[config.mk]
export PLATFORM = sky130hd
export DESIGN_NAME = booth4_mult_seq
export DESIGN_NICKNAME = d
export VERILOG_FILES = /design/src/rtl/booth4_pkg.sv /design/src/rtl/booth4_recoder.sv /design/src/rtl/booth4_mult_seq.sv
export SDC_FILE = /design/constraint.sdc
export NUM_CORES = 1
export LEC_CHECK = 0
export ABC_CLOCK_PERIOD_IN_PS = 5100
export BUFFER_PORTS_ARGS = -buffer_cell sky130_fd_sc_hd__clkbuf_2
export CAP_MARGIN = 20
export CORE_UTILIZATION = 40
export CTS_BUF_LIST = sky130_fd_sc_hd__clkbuf_2 sky130_fd_sc_hd__clkbuf_4 sky130_fd_sc_hd__clkbuf_8
export DETAILED_ROUTE_END_ITERATION = 10
export GPL_ROUTABILITY_DRIVEN = 0
export PLACE_DENSITY = 0.7
export SYNTH_ARGS = -nofsm -noshare
export SYNTH_HDL_FRONTEND = slang
export SYNTH_SLANG_ARGS = --single-unit
[constraint.sdc]
create_clock -name clk -period 5.1 [get_ports clk]
set_clock_uncertainty 0.15 [all_clocks]
set_input_delay 1.02 -clock clk [delete_from_list [all_inputs] [get_ports clk]]
set_output_delay 1.02 -clock clk [all_outputs]
set_load 0.02 [all_outputs]
[src/rtl/booth4_pkg.sv]
// Shared types and helpers for the sequential radix-4 Booth multiplier.
package booth4_pkg;

  typedef enum logic [1:0] {
    IDLE = 2'd0,
    RUN  = 2'd1,
    DONE = 2'd2
  } state_t;

  typedef enum logic [2:0] {
    ZERO = 3'd0,
    P1   = 3'd1,
    P2   = 3'd2,
    M1   = 3'd3,
    M2   = 3'd4
  } digit_t;

  // Radix-4 steps needed to consume an NB+1 bit extended multiplier.
  function automatic int unsigned n_iter(input int unsigned nb);
    return (nb + 2) / 2;
  endfunction

endpackage

[src/rtl/booth4_recoder.sv]
// Radix-4 Booth digit recoder: maps a 3-bit multiplier window to a signed addend.
module booth4_recoder
  import booth4_pkg::*;
#(
  parameter int NB = 8
) (
  input  logic [2:0]    window,
  input  logic [NB:0]   mcand,
  output logic [NB+2:0] addend
);

  digit_t      digit;
  logic [NB+2:0] m1;
  logic [NB+2:0] m2;

  assign m1 = {{2{mcand[NB]}}, mcand};
  assign m2 = {mcand[NB], mcand, 1'b0};

  always_comb begin
    digit = ZERO;
    unique case (window)
      3'b001, 3'b010: digit = P1;
      3'b011:         digit = P2;
      3'b100:         digit = M2;
      3'b101, 3'b110: digit = M1;
      default:        digit = ZERO;
    endcase
  end

  always_comb begin
    addend = '0;
    unique case (digit)
      P1:      addend = m1;
      P2:      addend = m2;
      M1:      addend = -m1;
      M2:      addend = -m2;
      default: addend = '0;
    endcase
  end

endmodule

[src/rtl/booth4_mult_seq.sv]
// Sequential radix-4 Booth multiplier with per-operand signedness and
// valid/ready handshakes; retires two multiplier bits per clock.
module booth4_mult_seq
  import booth4_pkg::*;
#(
  parameter int NB = 8
) (
  input  logic            clk,
  input  logic            rst_n,
  input  logic            in_valid,
  output logic            in_ready,
  input  logic [NB-1:0]   a,
  input  logic [NB-1:0]   b,
  input  logic            a_signed,
  input  logic            b_signed,
  output logic            out_valid,
  input  logic            out_ready,
  output logic [2*NB-1:0] product
);

  localparam int unsigned NI = n_iter(NB);
  localparam int unsigned LW = 2 * NI;
  localparam int unsigned HW = NB + 3;
  localparam int unsigned IW = $clog2(NI + 1);

  state_t               state_q, state_d;
  logic [NB:0]          mcand_q;
  logic [HW+LW-1:0]     acc_q;
  logic                 prev_q;
  logic [IW-1:0]        iter_q;
  logic [2*NB-1:0]      product_q;

  logic                 accept;
  logic                 last_step;
  logic [LW-1:0]        b_ext;
  logic [HW-1:0]        addend;
  logic [HW-1:0]        sum;
  logic [HW+LW-1:0]     acc_n;

  assign accept    = in_ready && in_valid;
  assign last_step = (iter_q == IW'(NI - 1));
  assign b_ext     = {{(LW - NB){b_signed & b[NB-1]}}, b};

  booth4_recoder #(.NB(NB)) u_recoder (
    .window (acc_q[1:0] == 2'b00 ? {2'b00, prev_q} : {acc_q[1:0], prev_q}),
    .mcand  (mcand_q),
    .addend (addend)
  );

  // Add the digit into the high part, then arithmetic shift the whole accumulator by 2.
  assign sum   = acc_q[HW+LW-1:LW] + addend;
  assign acc_n = {{2{sum[HW-1]}}, sum, acc_q[LW-1:2]};

  always_ff @(posedge clk or negedge rst_n) begin
    if (!rst_n) state_q <= IDLE;
    else        state_q <= state_d;
  end

  always_comb begin
    state_d   = state_q;
    in_ready  = 1'b0;
    out_valid = 1'b0;
    unique case (state_q)
      IDLE: begin
        in_ready = 1'b1;
        if (in_valid) state_d = RUN;
      end
      RUN:  if (last_step) state_d = DONE;
      DONE: begin
        out_valid = 1'b1;
        if (out_ready) state_d = IDLE;
      end
      default: state_d = IDLE;
    endcase
  end

  always_ff @(posedge clk or negedge rst_n) begin
    if (!rst_n) begin
      mcand_q   <= '0;
      acc_q     <= '0;
      prev_q    <= 1'b0;
      iter_q    <= '0;
      product_q <= '0;
    end else if (accept) begin
      mcand_q <= {a_signed & a[NB-1], a};
      acc_q   <= {{HW{1'b0}}, b_ext};
      prev_q  <= 1'b0;
      iter_q  <= '0;
    end else if (state_q == RUN) begin
      acc_q  <= acc_n;
      prev_q <= acc_q[1];
      iter_q <= iter_q + IW'(1);
      if (last_step) product_q <= acc_n[2*NB-1:0];
    end
  end

  assign product = product_q;

endmodule

==> results.yml <==
timing:
  finalSetupViolations: 0
  rsz0062_at_grt: "false"
  setup_tns_ns: 0
  report.final.slew_viol_count: 0
  fmax_ghz: 0.2445
  finalHoldViolCount: 0
  period_minus_slack_ns: 4.090
  max_slew_margin_pct: 40.43
  tightest_slew_ns: 0.8911
  final.period_utilization_pct: 80.20
route:
  dr.pass1.iters: 4
  post_drt_wl_per_cell_um: 13.85
  vias: 2420
  drc: 0
  viasPerCell: 5.171
  antenna_left: 0
  wirelength_um: 6480
  drt_iter0_markers: 240
flow_run:
  maxCapViolCount: 0
setup_path:
  start_kind: "flop"
  r2r_cells: 12
  cp_max_fo: 29
  endpoint_kind: "flop"
  crit_type: "flop to flop"
  crit_top_cell: "o21ai_0"
  max_stage_delay_ns: 0.88
  arrival_ns: 4.17
  worstPathCellList: "clkinv_1, a211o_1, o211ai_1, o31ai_1, ha_1, nor2b_1, o31a_1, a2111oi_0, o21ai_0, xnor2_1, or3_1, o21ai_0"
  crit_required_ns: 5.18
  slowest_stage: "dfrtp_1"
clocking:
  worstSkewPairLatency_ns: 0.31
  clk_pin_slew_ns: 0.10
  cts_resized: 0
  postCtsSetupBuffers: 0
  cts.root.buffer_cell: "clkbuf_8"
  cts_buffers: 5
  cts_sinks: 50
  clk_path_buf_depth: 2
  h-tree-depth: 2
  tritoncts: "yes"
  hold_buffers: 0
global_route:
  grt_max_degree: 51
  grt_use_total_pct: 17.77
  grt_pass1_wl_um: 10870
  gr-total-overflow: 0
  grt_pass1_vias: 2333
  antenna_found_initial: 0
floorplanning:
  coreArea_sq_um: 7253
  fp.dieW_um: 88.43
  die_h_um: 88.43
  ios: 40
  rows: 31
  die-area_sq_um: 7819
  start_util_pct: 41.19
yosys:
  ys_seq_area_share_pct: 41.88
  synth.distinct_cells: 47
  async_reset_ff_share_pct: 100.0
  synth_edf_count: 0
  syn_area_per_cell_sq_um: 8.814
  ys.flop_type: "dfrtp_1"
  syn_nets: 375
  syn_area_sq_um: 2988
  syn-instance-count: 339
  synth-seq-cells: 50
  yosysWarnings: 0
finish:
  multiInputGateArea_sq_um: 1593
  nNetsFinal: 404
  fill_cells: 713
  regArea_sq_um: 1251
  n_antenna_cell: 0
  stdcell_count: 468
  drive_gt1_share_pct: 17.89
  area_growth_pct: 12.31
placement:
  dp_cells: 460
  dpl.hpwl_um: 4644
  port-buffer-count: 39
worst_hold_path:
  worstHoldPathType: "flop to flop"
  whs_path_depth: 2
run_status:
  status: "completed"
==> stage by stage <==
stage | setup WS, ns | hold slack (ns) | cell area [sq um] | utilization, %
2_1_floorplan | 1.349 | 0.3063 | 2988 | -
3_3_place_gp | 1.153 | 0.3161 | 3242 | 44.70
3_5_place_dp | 1.105 | 0.3249 | 3242 | 44.70
4_1_cts | 1.049 | 0.3459 | 3356 | 46.27
5_1_grt | 0.5826 | 0.3825 | 3356 | 46.27
6_report | 1.010 | 0.3398 | 3356 | 46.27
==> final cells by class <==
| class | count | area share, % |
|---|---|---|
| inverter | 17 | 1.902 |
| multi-input combinational | 253 | 47.46 |
| clock inverter | 2 | 1.119 |
| timing repair buffer | 41 | 6.264 |
| clock buffer | 6 | 2.274 |
| tap | 99 | 3.691 |
| sequential | 50 | 37.29 |
==> cell usage in the layout, fill, tap and decap left out, drive strengths merged, types with 2 or more instances in the layout <==
cell    synthesis  final
nand3          13     13
o211ai          2      2
o21ai          39     39
xnor2          11     11
clkinv          3      3
ha             13     13
nand2b          4      4
a31oi           3      3
nor2           18     18
a21oi          20     20
clkbuf         15     45
xor2            6      6
dfrtp          50     50
buf             4      2
nand2          62     62
nor2b           3      3
mux4            2      2
a21o            4      4
a22oi           8      8
a211oi          4      4
and2            3      3
o31ai           2      2
nor3            2      2
a221oi          2      2
inv            14     14
mux2           11     11
or4             2      2
o21a            2      2
==> worst max-delay path, delay by kind of cell (launching register included) <==
family                   cells  cell delay, ns
AO/OA/AOI/OAI                7            1.53
flip-flops                   1            0.88
buffers and inverters        1            0.50
AND/OR/NAND/NOR              2            0.45
adder cells (fa/ha/maj)      1            0.33
XOR/XNOR                     1            0.17
==> flip-flops by register name (all words and copies together), names as in the netlist <==
register	count
acc_q	19
iter_q	3
mcand_q	9
prev_q	1
product	16
state_q	2
==> metal layers <==
layer,global-route usage (%),part of all wire [%]
met5,0,0
met1,23.52,46
met4,4.106,1.4
met2,30.28,49
met3,3.265,3.7
==> cells in the mapped netlist (6+ instances only) <==
| cell | number | area (sq um) |
|---|---|---|
| xor2_1 | 6 | 52.55 |
| a21oi_1 | 20 | 100.1 |
| nor2_1 | 18 | 67.56 |
| ha_1 | 13 | 162.7 |
| dfrtp_1 | 50 | 1251 |
| xnor2_1 | 11 | 96.34 |
| mux2_2 | 11 | 123.9 |
| a22oi_1 | 8 | 60.06 |
| clkbuf_1 | 15 | 56.30 |
| nand3_1 | 13 | 65.06 |
| o21ai_0 | 39 | 195.2 |
| inv_1 | 14 | 52.55 |
| nand2_1 | 62 | 232.7 |
==> final timing paths <==
path,endpoint,slack [ns],startpoint
hold / removal,product[14]$_DFFE_PN0P_,0.34,product[14]$_DFFE_PN0P_
setup / recovery,acc_q[19]$_DFFE_PN0P_,1.01,acc_q[0]$_DFFE_PN0P_
hold reg to reg,product[14]$_DFFE_PN0P_,0.34,product[14]$_DFFE_PN0P_
min in group asynchronous,mcand_q[6]$_DFFE_PN0P_,0.66,rst_n
max in group asynchronous,acc_q[12]$_DFFE_PN0P_,3.71,rst_n
setup reg to reg,acc_q[19]$_DFFE_PN0P_,1.01,acc_q[0]$_DFFE_PN0P_
==> kinds of logic after synthesis <==
kind of cell	Yosys count	share of synthesized area [%]
mux	14	5.988
flops	50	41.88
fa+ha+maj	14	6.114
compound gates	95	19.22
buf+inv	36	4.815
xor+xnor	17	4.983
simple gates	113	17.00
Power is not shown: default switching activity piles up to over one toggle a cycle in this logic, so the estimate is an artifact.
